--- config.mk ---
export PLATFORM = sky130hd
export DESIGN_NAME = uart_receiver
export DESIGN_NICKNAME = d
export VERILOG_FILES = /design/src/rtl/uart_receiver.sv
export SDC_FILE = /design/constraint.sdc
export NUM_CORES = 1
export LEC_CHECK = 0
export ABC_AREA = 0
export BUFFER_PORTS_ARGS = -buffer_cell sky130_fd_sc_hd__buf_2
export CORE_ASPECT_RATIO = 1.4
export CORE_MARGIN = 2
export CORE_UTILIZATION = 52
export CTS_CLUSTER_DIAMETER = 50
export CTS_CLUSTER_SIZE = 10
export DETAILED_ROUTE_END_ITERATION = 8
export MAX_ROUTING_LAYER = met4
export PLACE_DENSITY = 0.7
export SLEW_MARGIN = 20
export SYNTH_ARGS = -nofsm -noshare
export SYNTH_HDL_FRONTEND = slang
export SYNTH_SLANG_ARGS = --single-unit
--- constraint.sdc ---
create_clock -name clk_i -period 2.35 [get_ports clk_i]
set_input_delay 0.235 -clock clk_i [delete_from_list [all_inputs] [get_ports clk_i]]
set_output_delay 0.235 -clock clk_i [all_outputs]
set_load 0.005 [all_outputs]
--- src/rtl/uart_receiver.sv ---
// rtl/uart_receiver.sv - 8N1 UART receiver with 16x oversampling, start/stop validation
module uart_receiver #(
    parameter int CLK_FREQ = 100000000,
    parameter int BAUD     = 9600,
    parameter int OVS      = 16,
    parameter int DIV      = CLK_FREQ / (BAUD * OVS)
) (
    input  logic       clk_i,
    input  logic       rstb_i,
    input  logic       rxd,
    output logic [7:0] data_o,
    output logic       rx_done,
    output logic       frame_err,
    output logic       busy
);

    localparam int CW = (DIV > 1) ? $clog2(DIV) : 1;

    typedef enum logic [2:0] {
        S_IDLE,
        S_START,
        S_DATA,
        S_STOP,
        S_BREAK
    } state_t;

    state_t        state, state_next;
    logic [1:0]    sync_q;
    logic          rxs;
    logic [CW-1:0] tick_cnt;
    logic          tick;
    logic [3:0]    sample_cnt;
    logic [2:0]    bit_idx;
    logic [7:0]    shift_reg;
    logic          done_set;
    logic          err_set;
    logic          mid_tick;
    logic          end_tick;

    assign rxs      = sync_q[1];
    assign tick     = (tick_cnt == CW'(DIV - 1));
    assign mid_tick = tick && (sample_cnt == 4'd7);
    assign end_tick = tick && (sample_cnt == 4'd15);
    assign busy     = (state != S_IDLE);

    always_ff @(posedge clk_i or negedge rstb_i) begin
        if (!rstb_i) begin
            sync_q <= 2'b11;
        end else begin
            sync_q <= {sync_q[0], rxd};
        end
    end

    // Held at zero while idle so the first tick lands DIV clocks after the start edge
    always_ff @(posedge clk_i or negedge rstb_i) begin
        if (!rstb_i) begin
            tick_cnt <= '0;
        end else if (state == S_IDLE || tick) begin
            tick_cnt <= '0;
        end else begin
            tick_cnt <= tick_cnt + 1'b1;
        end
    end

    always_ff @(posedge clk_i or negedge rstb_i) begin
        if (!rstb_i) begin
            state <= S_IDLE;
        end else begin
            state <= state_next;
        end
    end

    always_comb begin
        state_next = state;
        done_set   = 1'b0;
        err_set    = 1'b0;
        case (state)
            S_IDLE: begin
                if (!rxs) state_next = S_START;
            end
            S_START: begin
                if (mid_tick) state_next = rxs ? S_IDLE : S_DATA;
            end
            S_DATA: begin
                if (end_tick && bit_idx == 3'd7) state_next = S_STOP;
            end
            S_STOP: begin
                if (end_tick) begin
                    if (rxs) begin
                        done_set   = 1'b1;
                        state_next = S_IDLE;
                    end else begin
                        err_set    = 1'b1;
                        state_next = S_BREAK;
                    end
                end
            end
            S_BREAK: begin
                if (rxs) state_next = S_IDLE;
            end
            default: state_next = S_IDLE;
        endcase
    end

    // Restarting sample_cnt at mid start bit puts every later 16th tick at a bit centre
    always_ff @(posedge clk_i or negedge rstb_i) begin
        if (!rstb_i) begin
            sample_cnt <= 4'd0;
            bit_idx    <= 3'd0;
            shift_reg  <= 8'h00;
        end else begin
            if (state == S_IDLE || state != state_next) begin
                sample_cnt <= 4'd0;
            end else if (tick) begin
                sample_cnt <= sample_cnt + 4'd1;
            end
            if (state == S_START) begin
                bit_idx <= 3'd0;
            end else if (state == S_DATA && end_tick) begin
                bit_idx   <= bit_idx + 3'd1;
                shift_reg <= {rxs, shift_reg[7:1]};
            end
        end
    end

    always_ff @(posedge clk_i or negedge rstb_i) begin
        if (!rstb_i) begin
            data_o    <= 8'h00;
            rx_done   <= 1'b0;
            frame_err <= 1'b0;
        end else begin
            rx_done   <= done_set;
            frame_err <= err_set;
            if (done_set) data_o <= shift_reg;
        end
    end

endmodule

==> impl_summary.txt <==
----------------------------------------------------
[Critical path]
  Class of the most critical setup path ... reg2reg
  Startpoint kind of the worst setup timing path ... flip-flop
  Timing startpoint of the critical path ... tick_cnt[6]
  Delay of the slowest cell on the worst path ... 0.54 ns
  Combined buffer and inverter count along the critical path ... 1
  Source of the worst register-to-register timing path ... tick_cnt[6]
  Worst Path Required ... 2.53 ns
  Kind of end point of the critical path ... flip-flop
  Reg-to-reg setup timing slack ... 0.06 ns
  Peak fanout along the critical path ... 13
  Cell type group with the largest total delay on the critical path ... simple AND/OR/NAND/NOR gates
  Series of cell instances along the critical path ... or4b_4, or3_4, or4_4, buf_12, mux2_4
  Arrival time worst endpoint ... 2.48 ns
  Slowest cell on the critical path ... sky130_fd_sc_hd__or4b_4

[Clock tree]
  CTS tree ... yes
  Count of hold-fix buffers inserted at cts ... 0
  CTS clk-pin slew, worst paths ... 0.08 ns
  Number of setup buffers added after CTS ... 0
  Number of buffers created by CTS ... 5
  Clock Tree Buf Depth ... 2
  # H-tree levels ... 2
  Cell at the root of the clock tree ... sky130_fd_sc_hd__clkbuf_8
  Post-cts resize count ... 0
  Clock sink count ... 40
  Clock latency of the later-clocked register in the worst-skew pair ... 0.29 ns

[Timing]
  Skew final ... approximately 0.0083 ns
  Final-report max-slew violation count ... 0
  Final setup violation count ... 0
  Headroom to the max-slew limit ... 0.4220
  Slew at the pin closest to its max-slew limit ... 0.8670 ns
  Time the worst path needs with I/O delays and setup ... 2.294 ns
  Max Fclk ... 0.4360 GHz
  Post-route fraction of the period consumed by the critical path ... 0.9761
  Sum of negative setup slack ... 0 ns
  Final number of hold-violating endpoints ... 0

[Placed design]
  Final weighted congestion in routability-driven placement ... 0.9260
  Final HPWL from detailed placement ... 2288 µm
  Buffers on Ports ... 13

[Finish]
  Util after Layout ... 0.6288
  Post-synthesis to final-layout area growth ... 16.16%
  Max reg flops ... 10
  Sequential cell area ... between 1000 and 1500 µm²
  Fill cells ... 266
  Number of antenna cells inserted ... 0
  Area occupied by multi-input gates ... 773.2 µm²
  Post-layout net count ... 184
  Share of post-route cells with drive strength above 1 ... 0.2994

[Logic synthesis]
  Netlist Area Pre-Place ... 1812 µm²
  Multiplexer share of the synthesized area ... 0.1153
  Seq cells post-synth ... 40
  EDFF count, synth ... 0
  Fraction of registers with async set/reset ... 1.000
  Synthesized net count ... 159
  Largest cells by area after synthesis ... sky130_fd_sc_hd__dfrtp_1 (52%), sky130_fd_sc_hd__mux2_2 (6.8%), sky130_fd_sc_hd__mux2_4 (4.1%)
  Commonest register cell after synthesis ... sky130_fd_sc_hd__dfrtp_1
  Adder-cell area share of the yosys netlist ... 0.03453
  Most instantiated library cell after synthesis ... sky130_fd_sc_hd__dfrtp_1
  XOR/XNOR Fraction of Synth Area ... 0.05801
  Dominant combinational cell family by area after synthesis ... simple AND/OR/NAND/NOR gates
  Synthesized instance count ... 151
  Cell type with the largest total area after synthesis ... sky130_fd_sc_hd__dfrtp_1
  Compound-cell area share of the yosys netlist ... 0.04972
  Post-synthesis average cell area ... 12.00 µm²
  Share of Yosys cell area claimed by the top area cell type ... 0.5249
  Register area share after synthesis ... 0.5539
  Yosys warning total ... 0
  Simple-gate area share of the yosys netlist ... 0.1657
  Leading post-synthesis cells by instance count ... sky130_fd_sc_hd__dfrtp_1 (38), sky130_fd_sc_hd__nor2_1 (18), sky130_fd_sc_hd__mux2_2 (11)
  Unique masters post-synth ... 35

[Power and ir drop]
  Total power divided by cell area ... between 600 and 700 nW/µm²
  Cell leakage power ... ~0.0011 µW
  Worst IR drop on VDD ... 0.5139 mV

[Drt]
  Mean number of vias per cell ... 5.470
  Total DRC errors in the routed layout ... 0
  TritonRoute pass-1 iters ... 4
  Total via count in the routed design ... 1187
  Antenna-violating nets left ... 0
  DRC marker count from the first detailed-route iteration ... 22
  Routed wire length ... 3246 µm
  Routed length per instance ... 14.96 µm

[Flow run]
  Number of violations of the max-capacitance limit ... 0

[Die]
  Overall die area ... 3979 µm²
  Io pins ... 14
  Starting Density ... 0.5413
  Standard-cell row count ... 25
  Core ar. ... 3347 µm²
  Die height ... between 70 and 80 µm
  Die width ... 53.89 µm

[Worst hold path]
  Hold path start ... rxd
  Path type of the worst min-delay path ... in2reg

[Global route]
  Initial antenna violation count ... 0
  Met1 GRT Util ... 0.2274
  Largest net degree at the start of global routing ... 41
  Met3 Track Usage GR ... 0.04878
  Total GRT Usage ... 0.2010
  Global-route wire length before repair ... approximately 5600 µm
  Number of global-route vias before repair ... approximately 1200
  Overall overflow remaining after global route ... 0
  M2 GR Usage ... 0.3225
  Most congested layer reported by global routing ... met2

[Outcome]
  Outcome ... finished clean

----------------------------------------------------
-- cells by family after synthesis --
logic type / after synthesis
fa+ha+maj: 5
compound gates: 14
xor+xnor: 12
flops: 40
buf+inv: 7
simple gates: 56
mux: 17
-- metal layers --
layer | vias up | share of wire
li1 | 574 | -
met1 | 593 | 0.41
met2 | 14 | 0.54
met3 | 6 | 0.027
met4 | 0 | 0.018
met5 | - | 0
-- worst reg2reg max path, delay by kind of cell, from the launching register on --
kind	cells	cell delay [ns]
DFF	1	0.38
muxes	1	0.30
buffers and inverters	1	0.17
and+or+nand+nor	3	1.33
-- through the flow --
step,hold WS (ns),std cells,total power (µW),instance area (µm²),setup WS [ns]
4_1_cts,0.02313,217,1313,2098,0.06146
3_5_place_dp,0.3416,209,721.9,1977,0.06872
5_1_grt,0.02367,217,1340,2105,-0.005226
6_report,0.03341,217,1297,2105,0.05625
2_1_floorplan,-0.06059,151,706.1,1815,-0.04143
3_3_place_gp,0.3405,209,721.1,1977,0.1016
-- final timing paths --
kind                                      to  cells past startpoint
max in group asynchronous         bit_idx[2]                      1
worst max register to register  shift_reg[5]                      5
worst min-delay path               sync_q[0]                      1
min in group asynchronous         bit_idx[1]                      1
worst max-delay path            shift_reg[5]                      5
worst min register to register     sync_q[1]                      0
-- power breakdown --
part / internal [µW] / switching [µW]
combinational: 1.24 / 12.7
clock: 347 / 242
sequential: 691 / 2.34
-- placed cells by master, fill, tap and decap left out, types with 2 or more instances in the layout --
| master | netlist | routed |
|---|---|---|
| sky130_fd_sc_hd__nand4_1 | 3 | 3 |
| sky130_fd_sc_hd__nand2_1 | 9 | 9 |
| sky130_fd_sc_hd__buf_2 | 0 | 13 |
| sky130_fd_sc_hd__nand2b_1 | 2 | 2 |
| sky130_fd_sc_hd__ha_1 | 5 | 5 |
| sky130_fd_sc_hd__dfstp_2 | 2 | 2 |
| sky130_fd_sc_hd__o21ai_0 | 6 | 6 |
| sky130_fd_sc_hd__mux2_4 | 5 | 5 |
| sky130_fd_sc_hd__buf_4 | 0 | 8 |
| sky130_fd_sc_hd__xor2_1 | 6 | 6 |
| sky130_fd_sc_hd__nor2_1 | 18 | 18 |
| sky130_fd_sc_hd__and3_1 | 4 | 4 |
| sky130_fd_sc_hd__a21oi_1 | 2 | 2 |
| sky130_fd_sc_hd__nand3_1 | 5 | 5 |
| sky130_fd_sc_hd__xnor2_1 | 6 | 6 |
| sky130_fd_sc_hd__nor3_1 | 4 | 4 |
| sky130_fd_sc_hd__inv_1 | 3 | 3 |
| sky130_fd_sc_hd__dfrtp_1 | 38 | 38 |
| sky130_fd_sc_hd__and2_1 | 2 | 2 |
| sky130_fd_sc_hd__clkbuf_8 | 0 | 6 |
| sky130_fd_sc_hd__nand3b_1 | 2 | 2 |
| sky130_fd_sc_hd__mux2_2 | 11 | 11 |
-- cell type report --
class,count,share of cell area
inverters,3,0.005351
multi-input cells,104,0.3674
flip-flops and latches,40,0.4768
clock inverters,2,0.01843
repair buffers,22,0.06897
clock buffers,6,0.03924
well taps,40,0.02378
Power figures use the tool's default switching activity.
